## src/rtl/tile_fetch_streamer.sv

```systemverilog
// Tile fetch streamer: reads one TILE x TILE pixel tile from the image ROM at one read
// per cycle and streams it row-major as a valid/ready pixel stream. Reads are credit
// limited so the skid FIFO can always absorb every ROM read already in flight.
//
// state    | meaning
// ---------+---------------------------------------------------------------
// S_IDLE   | waiting for start; range-checks the tile and issues read 0
// S_FETCH  | issuing one read per cycle while FIFO credit allows
// S_DRAIN  | all reads issued; waiting for the last pixel handshake
// S_FINISH | done pulse; busy still high for this one cycle
module tile_fetch_streamer #(
  parameter int IMG_W   = 400,
  parameter int IMG_H   = 400,
  parameter int TILE    = 10,
  parameter int ADDR_W  = 18,
  parameter int DATA_W  = 8,
  parameter int ROM_LAT = 2,
  parameter int FIFO_D  = 4
) (
  input  logic              i_clk,
  input  logic              i_rst_n,
  input  logic              i_start,
  input  logic [5:0]        i_tile_x,
  input  logic [5:0]        i_tile_y,
  output logic              o_busy,
  output logic              o_err,
  output logic [ADDR_W-1:0] o_rom_addr,
  input  logic [DATA_W-1:0] i_rom_data,
  output logic              o_out_valid,
  input  logic              i_out_ready,
  output logic [DATA_W-1:0] o_out_data,
  output logic [3:0]        o_out_row,
  output logic [3:0]        o_out_col,
  output logic              o_out_last,
  output logic              o_done
);

  localparam logic [5:0]        TILES_X    = 6'(IMG_W / TILE);
  localparam logic [5:0]        TILES_Y    = 6'(IMG_H / TILE);
  localparam logic [3:0]        LAST_IDX   = 4'(TILE - 1);
  localparam logic [ADDR_W-1:0] ROW_STRIDE = ADDR_W'(TILE * IMG_W);
  localparam logic [ADDR_W-1:0] TILE_STEP  = ADDR_W'(TILE);
  localparam logic [ADDR_W-1:0] WRAP_STEP  = ADDR_W'(IMG_W - (TILE - 1));
  localparam int                PTR_W      = (FIFO_D > 1) ? $clog2(FIFO_D) : 1;
  localparam int                CNT_W      = $clog2(FIFO_D + 1);
  localparam int                SUM_W      = $clog2(FIFO_D + ROM_LAT + 2);
  localparam logic [PTR_W-1:0]  PTR_MAX    = PTR_W'(FIFO_D - 1);

  typedef enum logic [1:0] {S_IDLE, S_FETCH, S_DRAIN, S_FINISH} state_t;

  state_t              r_state;
  logic [ADDR_W-1:0]   r_rom_addr;
  logic [3:0]          r_iss_row;
  logic [3:0]          r_iss_col;
  logic                r_busy;
  logic                r_err;
  logic                r_done;

  logic [ROM_LAT-1:0]  r_pv;
  logic [3:0]          r_prow [ROM_LAT];
  logic [3:0]          r_pcol [ROM_LAT];

  logic [DATA_W-1:0]   r_fdata [FIFO_D];
  logic [3:0]          r_frow  [FIFO_D];
  logic [3:0]          r_fcol  [FIFO_D];
  logic [PTR_W-1:0]    r_wptr;
  logic [PTR_W-1:0]    r_rptr;
  logic [CNT_W-1:0]    r_fcnt;

  logic                w_range_ok;
  logic                w_start_issue;
  logic [ADDR_W-1:0]   w_base;
  logic [SUM_W-1:0]    w_inflight;
  logic                w_credit;
  logic                w_issue;
  logic                w_col_wrap;
  logic [3:0]          w_next_row;
  logic [3:0]          w_next_col;
  logic [ADDR_W-1:0]   w_next_addr;
  logic                w_next_last;
  logic                w_push;
  logic                w_pop;
  logic                w_valid;
  logic                w_head_last;

  assign w_range_ok    = (i_tile_x < TILES_X) && (i_tile_y < TILES_Y);
  assign w_start_issue = (r_state == S_IDLE) && i_start && w_range_ok;
  assign w_base        = ADDR_W'(i_tile_y) * ROW_STRIDE + ADDR_W'(i_tile_x) * TILE_STEP;

  // Count of reads issued whose data has not yet landed in the FIFO.
  always_comb begin
    w_inflight = '0;
    for (int i = 0; i < ROM_LAT; i++) begin
      w_inflight = w_inflight + SUM_W'(r_pv[i]);
    end
  end

  // Credit uses the current count only (ignores a same-cycle pop), which still sustains
  // one read per cycle once the stream is flowing.
  assign w_credit    = (SUM_W'(r_fcnt) + w_inflight + SUM_W'(1)) <= SUM_W'(FIFO_D);
  assign w_issue     = (r_state == S_FETCH) && w_credit;
  assign w_col_wrap  = (r_iss_col == LAST_IDX);
  assign w_next_col  = w_col_wrap ? 4'd0 : r_iss_col + 4'd1;
  assign w_next_row  = w_col_wrap ? r_iss_row + 4'd1 : r_iss_row;
  assign w_next_addr = w_col_wrap ? r_rom_addr + WRAP_STEP : r_rom_addr + ADDR_W'(1);
  assign w_next_last = (w_next_row == LAST_IDX) && (w_next_col == LAST_IDX);

  assign w_push      = r_pv[ROM_LAT-1];
  assign w_valid     = (r_fcnt != '0);
  assign w_pop       = w_valid && i_out_ready;
  assign w_head_last = w_valid && (r_frow[r_rptr] == LAST_IDX) && (r_fcol[r_rptr] == LAST_IDX);

  // Sequencing FSM: owns the ROM address, issue position and the status pulses.
  always_ff @(posedge i_clk or negedge i_rst_n) begin
    if (!i_rst_n) begin
      r_state    <= S_IDLE;
      r_rom_addr <= '0;
      r_iss_row  <= '0;
      r_iss_col  <= '0;
      r_busy     <= 1'b0;
      r_err      <= 1'b0;
      r_done     <= 1'b0;
    end else begin
      r_err  <= 1'b0;
      r_done <= 1'b0;
      case (r_state)
        S_IDLE: begin
          if (i_start) begin
            if (w_range_ok) begin
              r_rom_addr <= w_base;
              r_iss_row  <= 4'd0;
              r_iss_col  <= 4'd0;
              r_busy     <= 1'b1;
              r_state    <= S_FETCH;
            end else begin
              r_err <= 1'b1;
            end
          end
        end
        S_FETCH: begin
          if (w_issue) begin
            r_rom_addr <= w_next_addr;
            r_iss_row  <= w_next_row;
            r_iss_col  <= w_next_col;
            if (w_next_last) r_state <= S_DRAIN;
          end
        end
        S_DRAIN: begin
          if (w_pop && w_head_last) begin
            r_done  <= 1'b1;
            r_state <= S_FINISH;
          end
        end
        S_FINISH: begin
          r_busy  <= 1'b0;
          r_state <= S_IDLE;
        end
        default: r_state <= S_IDLE;
      endcase
    end
  end

  // In-flight tracker: row/col tags travel alongside the ROM latency.
  always_ff @(posedge i_clk or negedge i_rst_n) begin
    if (!i_rst_n) begin
      r_pv <= '0;
      for (int i = 0; i < ROM_LAT; i++) begin
        r_prow[i] <= '0;
        r_pcol[i] <= '0;
      end
    end else begin
      r_pv[0]   <= w_start_issue || w_issue;
      r_prow[0] <= w_start_issue ? 4'd0 : w_next_row;
      r_pcol[0] <= w_start_issue ? 4'd0 : w_next_col;
      for (int i = 1; i < ROM_LAT; i++) begin
        r_pv[i]   <= r_pv[i-1];
        r_prow[i] <= r_prow[i-1];
        r_pcol[i] <= r_pcol[i-1];
      end
    end
  end

  // Skid FIFO: captures ROM data with its tags, head drives the output stream.
  always_ff @(posedge i_clk or negedge i_rst_n) begin
    if (!i_rst_n) begin
      r_wptr <= '0;
      r_rptr <= '0;
      r_fcnt <= '0;
      for (int i = 0; i < FIFO_D; i++) begin
        r_fdata[i] <= '0;
        r_frow[i]  <= '0;
        r_fcol[i]  <= '0;
      end
    end else begin
      if (w_push) begin
        r_fdata[r_wptr] <= i_rom_data;
        r_frow[r_wptr]  <= r_prow[ROM_LAT-1];
        r_fcol[r_wptr]  <= r_pcol[ROM_LAT-1];
        r_wptr          <= (r_wptr == PTR_MAX) ? '0 : r_wptr + PTR_W'(1);
      end
      if (w_pop) begin
        r_rptr <= (r_rptr == PTR_MAX) ? '0 : r_rptr + PTR_W'(1);
      end
      case ({w_push, w_pop})
        2'b10:   r_fcnt <= r_fcnt + CNT_W'(1);
        2'b01:   r_fcnt <= r_fcnt - CNT_W'(1);
        default: r_fcnt <= r_fcnt;
      endcase
    end
  end

  assign o_busy      = r_busy;
  assign o_err       = r_err;
  assign o_done      = r_done;
  assign o_rom_addr  = r_rom_addr;
  assign o_out_valid = w_valid;
  assign o_out_data  = r_fdata[r_rptr];
  assign o_out_row   = r_frow[r_rptr];
  assign o_out_col   = r_fcol[r_rptr];
  assign o_out_last  = w_head_last;

endmodule

```

## config.mk

```make
export PLATFORM = sky130hd
export DESIGN_NAME = tile_fetch_streamer
export DESIGN_NICKNAME = d
export VERILOG_FILES = /design/src/rtl/tile_fetch_streamer.sv
export SDC_FILE = /design/constraint.sdc
export NUM_CORES = 1
export LEC_CHECK = 0
export CORE_MARGIN = 5
export CORE_UTILIZATION = 45
export CTS_BUF_LIST = sky130_fd_sc_hd__clkbuf_2
export DETAILED_ROUTE_END_ITERATION = 10
export PLACE_DENSITY = 0.76
export SYNTH_ARGS = -nofsm -noshare
export SYNTH_HDL_FRONTEND = slang
export SYNTH_SLANG_ARGS = --single-unit
```

## constraint.sdc

```tcl
create_clock -name i_clk -period 8.1 [get_ports i_clk]
set_input_delay 2.43 -clock i_clk [delete_from_list [all_inputs] [get_ports i_clk]]
set_output_delay 2.43 -clock i_clk [all_outputs]
set_load 0.03 [all_outputs]
```

==> impl_metrics.ini <==
[clock_tree]
htreeDepth = 4
cts_tree = done
cts-root-buf = clkbuf_2
cts.sinks = 120
clkTransAtPathRegs_ns = 0.17
worstSkewPairLatency_ns = 0.65
postCtsResizedCells = 0
numCtsBuffers = 17
postCtsHoldBufs = 0
max-clock-path-buffers = 2
cts_setup_buffers = 0

[synth]
ys_top_cells_by_area = dfrtp_1, mux2_2, ha_1
netlist-cell-type-count = 69
syn-instance-count = 650
ys_seq_elements = 120
synth_top_area_cell = dfrtp_1
syn_area_um2 = 7270
syn_area_per_cell_um2 = 11.2
yosysTopAreaCellShare_pct = 41.3
synthFlopType = dfrtp_1
synth_edf_count = 0
syn-num-nets = 746
ys.warnings.count = 0
synthArstFlopShare_pct = 100
seq_area_frac_synth_pct = 41.3

[floorplanning]
io_pins = 63
fp.coreArea_um2 = 15900
die_y_um = 137
fp.dieW_um = 137
die-area_um2 = 18800
rows = 46
start_util_pct = 45.7

[timing]
fin_ws_ns = 2.02
fin_tns_setup_ns = 0
worst_clock_skew_ns = 0.0143
maxSlewHeadroom_pct = 22.5
rsz0062_at_grt = false
fmax_mhz = 165
min_period_ns = 6.08
timing_hold_violations_final = 0
finalCritPeriodShare_pct = 75.0
final-setup-viol-count = 0
maxSlewViolCount = 0
worst_pin_slew_ns = 1.16

[route]
drc = 0
dr.pass1.iters = 5
drt_iter0_drc = 378
dr_total_vias = 5242
avgRoutedWirePerCell_um = 16.5
routed_wl_um = 15600
viasPerCell = 5.56
antenna_left = 0

[power_and_ir_drop]
max-vdd-ir-drop_mv = 0.205
p_per_area_nw_per_um2 = 369
clockPowerShare_pct = 14.6
internal-power_w = 0.00178
swShare_pct = 42.3
power_frac_comb_pct = 53.0
p_leak_nw = 3.83
power.net_switching_w = 0.00131
power.share.sequential_pct = 32.4

[global_route]
grt_pass1_vias = 5405
track_usage_pct = 17.7
grt_max_degree = 65
gr-total-overflow = 0
antenna_found_initial = 1
grt_pass1_wl_um = 26500

[final_layout]
multi_input_area_um2 = 3940
area_delta_synth_final_pct = 15.2
regArea_um2 = 3000
drive_gt1_share_pct = 17.6
final_cell_mix = dfrtp_1, mux2_2, inv_1, clkdlybuf4s50_1, ha_1
fin_nets = 809
mostFrequentLayoutCell = dfrtp_1
nFillCells = 1382
post-route-util_pct = 52.7

[worst_setup_path]
arrival_ns = 3.65
crit_path_end_kind = output pin
reg2reg_depth = 11
startpoint_type = flip-flop
required_ns = 5.67
critical_path.max_fanout = 19
crit_type = reg -> out

[placement]
hpwl_um = 11500
post-place-ws_ns = 1.33
io_buffers = 62
gp_congestion = 0.876

[outcome]
status = completed

[job]
maxCapViolCount = 0

[hold_path]
worstHoldPathCells = 0
min_path_type = reg -> reg
==> critical path, cell delays in order (launching register included) <==
cell	delay, ns
dfrtp_1	1.15
mux4_2	0.67
nor4b_2	0.32
and3_1	0.19
clkdlybuf4s50_1	0.66
==> per-stage QoR <==
step                hold slack, ns  cells  total power (W)  instance area [µm²]
global placement             0.332    910          0.00257                 8090
detailed placement           0.336    910          0.00266                 8090
CTS                          0.360    942          0.00311                 8370
floorplan                    0.331    650          0.00216                 7270
finish                       0.353    943          0.00309                 8370
global route                 0.367    943          0.00331                 8370
==> final timing paths <==
path,from,end,slack [ns]
setup / recovery,r_rptr[0],o_out_last,2.02
hold / removal,r_prow[6],r_prow[2],0.35
setup reg to reg,r_fcnt[0],r_iss_col[2],4.68
hold reg to reg,r_prow[6],r_prow[2],0.35
max in group asynchronous,i_rst_n,r_frow[1],5.05
min in group asynchronous,i_rst_n,r_rptr[1],1.81
==> area by class of cell <==
| class | instances | share of cell area, % |
|---|---|---|
| Clock buffer | 22 | 1.31 |
| Tap cell | 216 | 3.23 |
| Sequential cell | 120 | 35.9 |
| Antenna cell | 1 | 0.0299 |
| Timing Repair Buffer | 64 | 7.56 |
| Clock inverter | 10 | 2.09 |
| Inverter | 63 | 2.82 |
| Multi-Input combinational cell | 447 | 47.1 |
==> power groups by stage <==
stage               clock network, W  registers, W  logic (W)
detailed placement                 0       0.00101    0.00164
floorplan                          0       0.00101    0.00115
CTS                         0.000458       0.00100    0.00165
global route                0.000488       0.00104    0.00179
finish                      0.000449       0.00100    0.00164
global placement                   0      0.000994    0.00158
==> logic make-up after synthesis <==
logic type	share of synthesized area, %
muxes	15.5
AOI/OAI and AO/OA	12.4
DFF	41.3
and+or+nand+nor	9.26
adders and majority gates	14.3
buffers and inverters	4.41
xor gates and xnor gates	2.89
==> metal layers <==
metal,vias to the layer above,part of all wire [%],GRT usage [%]
met2,131,54,32.2
met3,20,4.1,3.38
li1,2452,-,-
met4,0,1.4,5.60
met5,-,0,0
met1,2639,41,21.0
==> cell usage after synthesis, types with 3 or more instances <==
| cell type | instances |
|---|---|
| buf_2 | 4 |
| o21a_1 | 4 |
| or3_1 | 6 |
| o21ai_0 | 15 |
| a211oi_1 | 3 |
| a21oi_1 | 36 |
| o21ai_1 | 19 |
| nor4_1 | 4 |
| nand2_1 | 41 |
| clkbuf_1 | 14 |
| inv_1 | 62 |
| ha_1 | 54 |
| xnor2_1 | 15 |
| nand3_1 | 14 |
| a21o_1 | 7 |
| nand2b_1 | 4 |
| mux2_2 | 66 |
| and3_1 | 4 |
| o22ai_1 | 10 |
| nor2b_1 | 4 |
| mux4_2 | 16 |
| nor2_1 | 31 |
| xor2_1 | 9 |
| dfrtp_1 | 120 |
| or4b_1 | 3 |
| fa_1 | 18 |
| nor3_1 | 6 |
| a22o_1 | 6 |
| a31oi_1 | 4 |
| nand3b_1 | 3 |
==> state kept, by name, summed over array words and instances, names as in the netlist <==
signal,cells
r_iss_col,4
r_wptr,2
r_pv,2
r_pcol,8
r_iss_row,4
o_err,1
r_fcol,16
r_rptr,2
r_prow,8
o_done,1
o_busy,1
r_fcnt,3
r_frow,16
r_state,2
r_fdata,32
o_rom_addr,18
No activity file was read; power rests on OpenSTA's default activity.
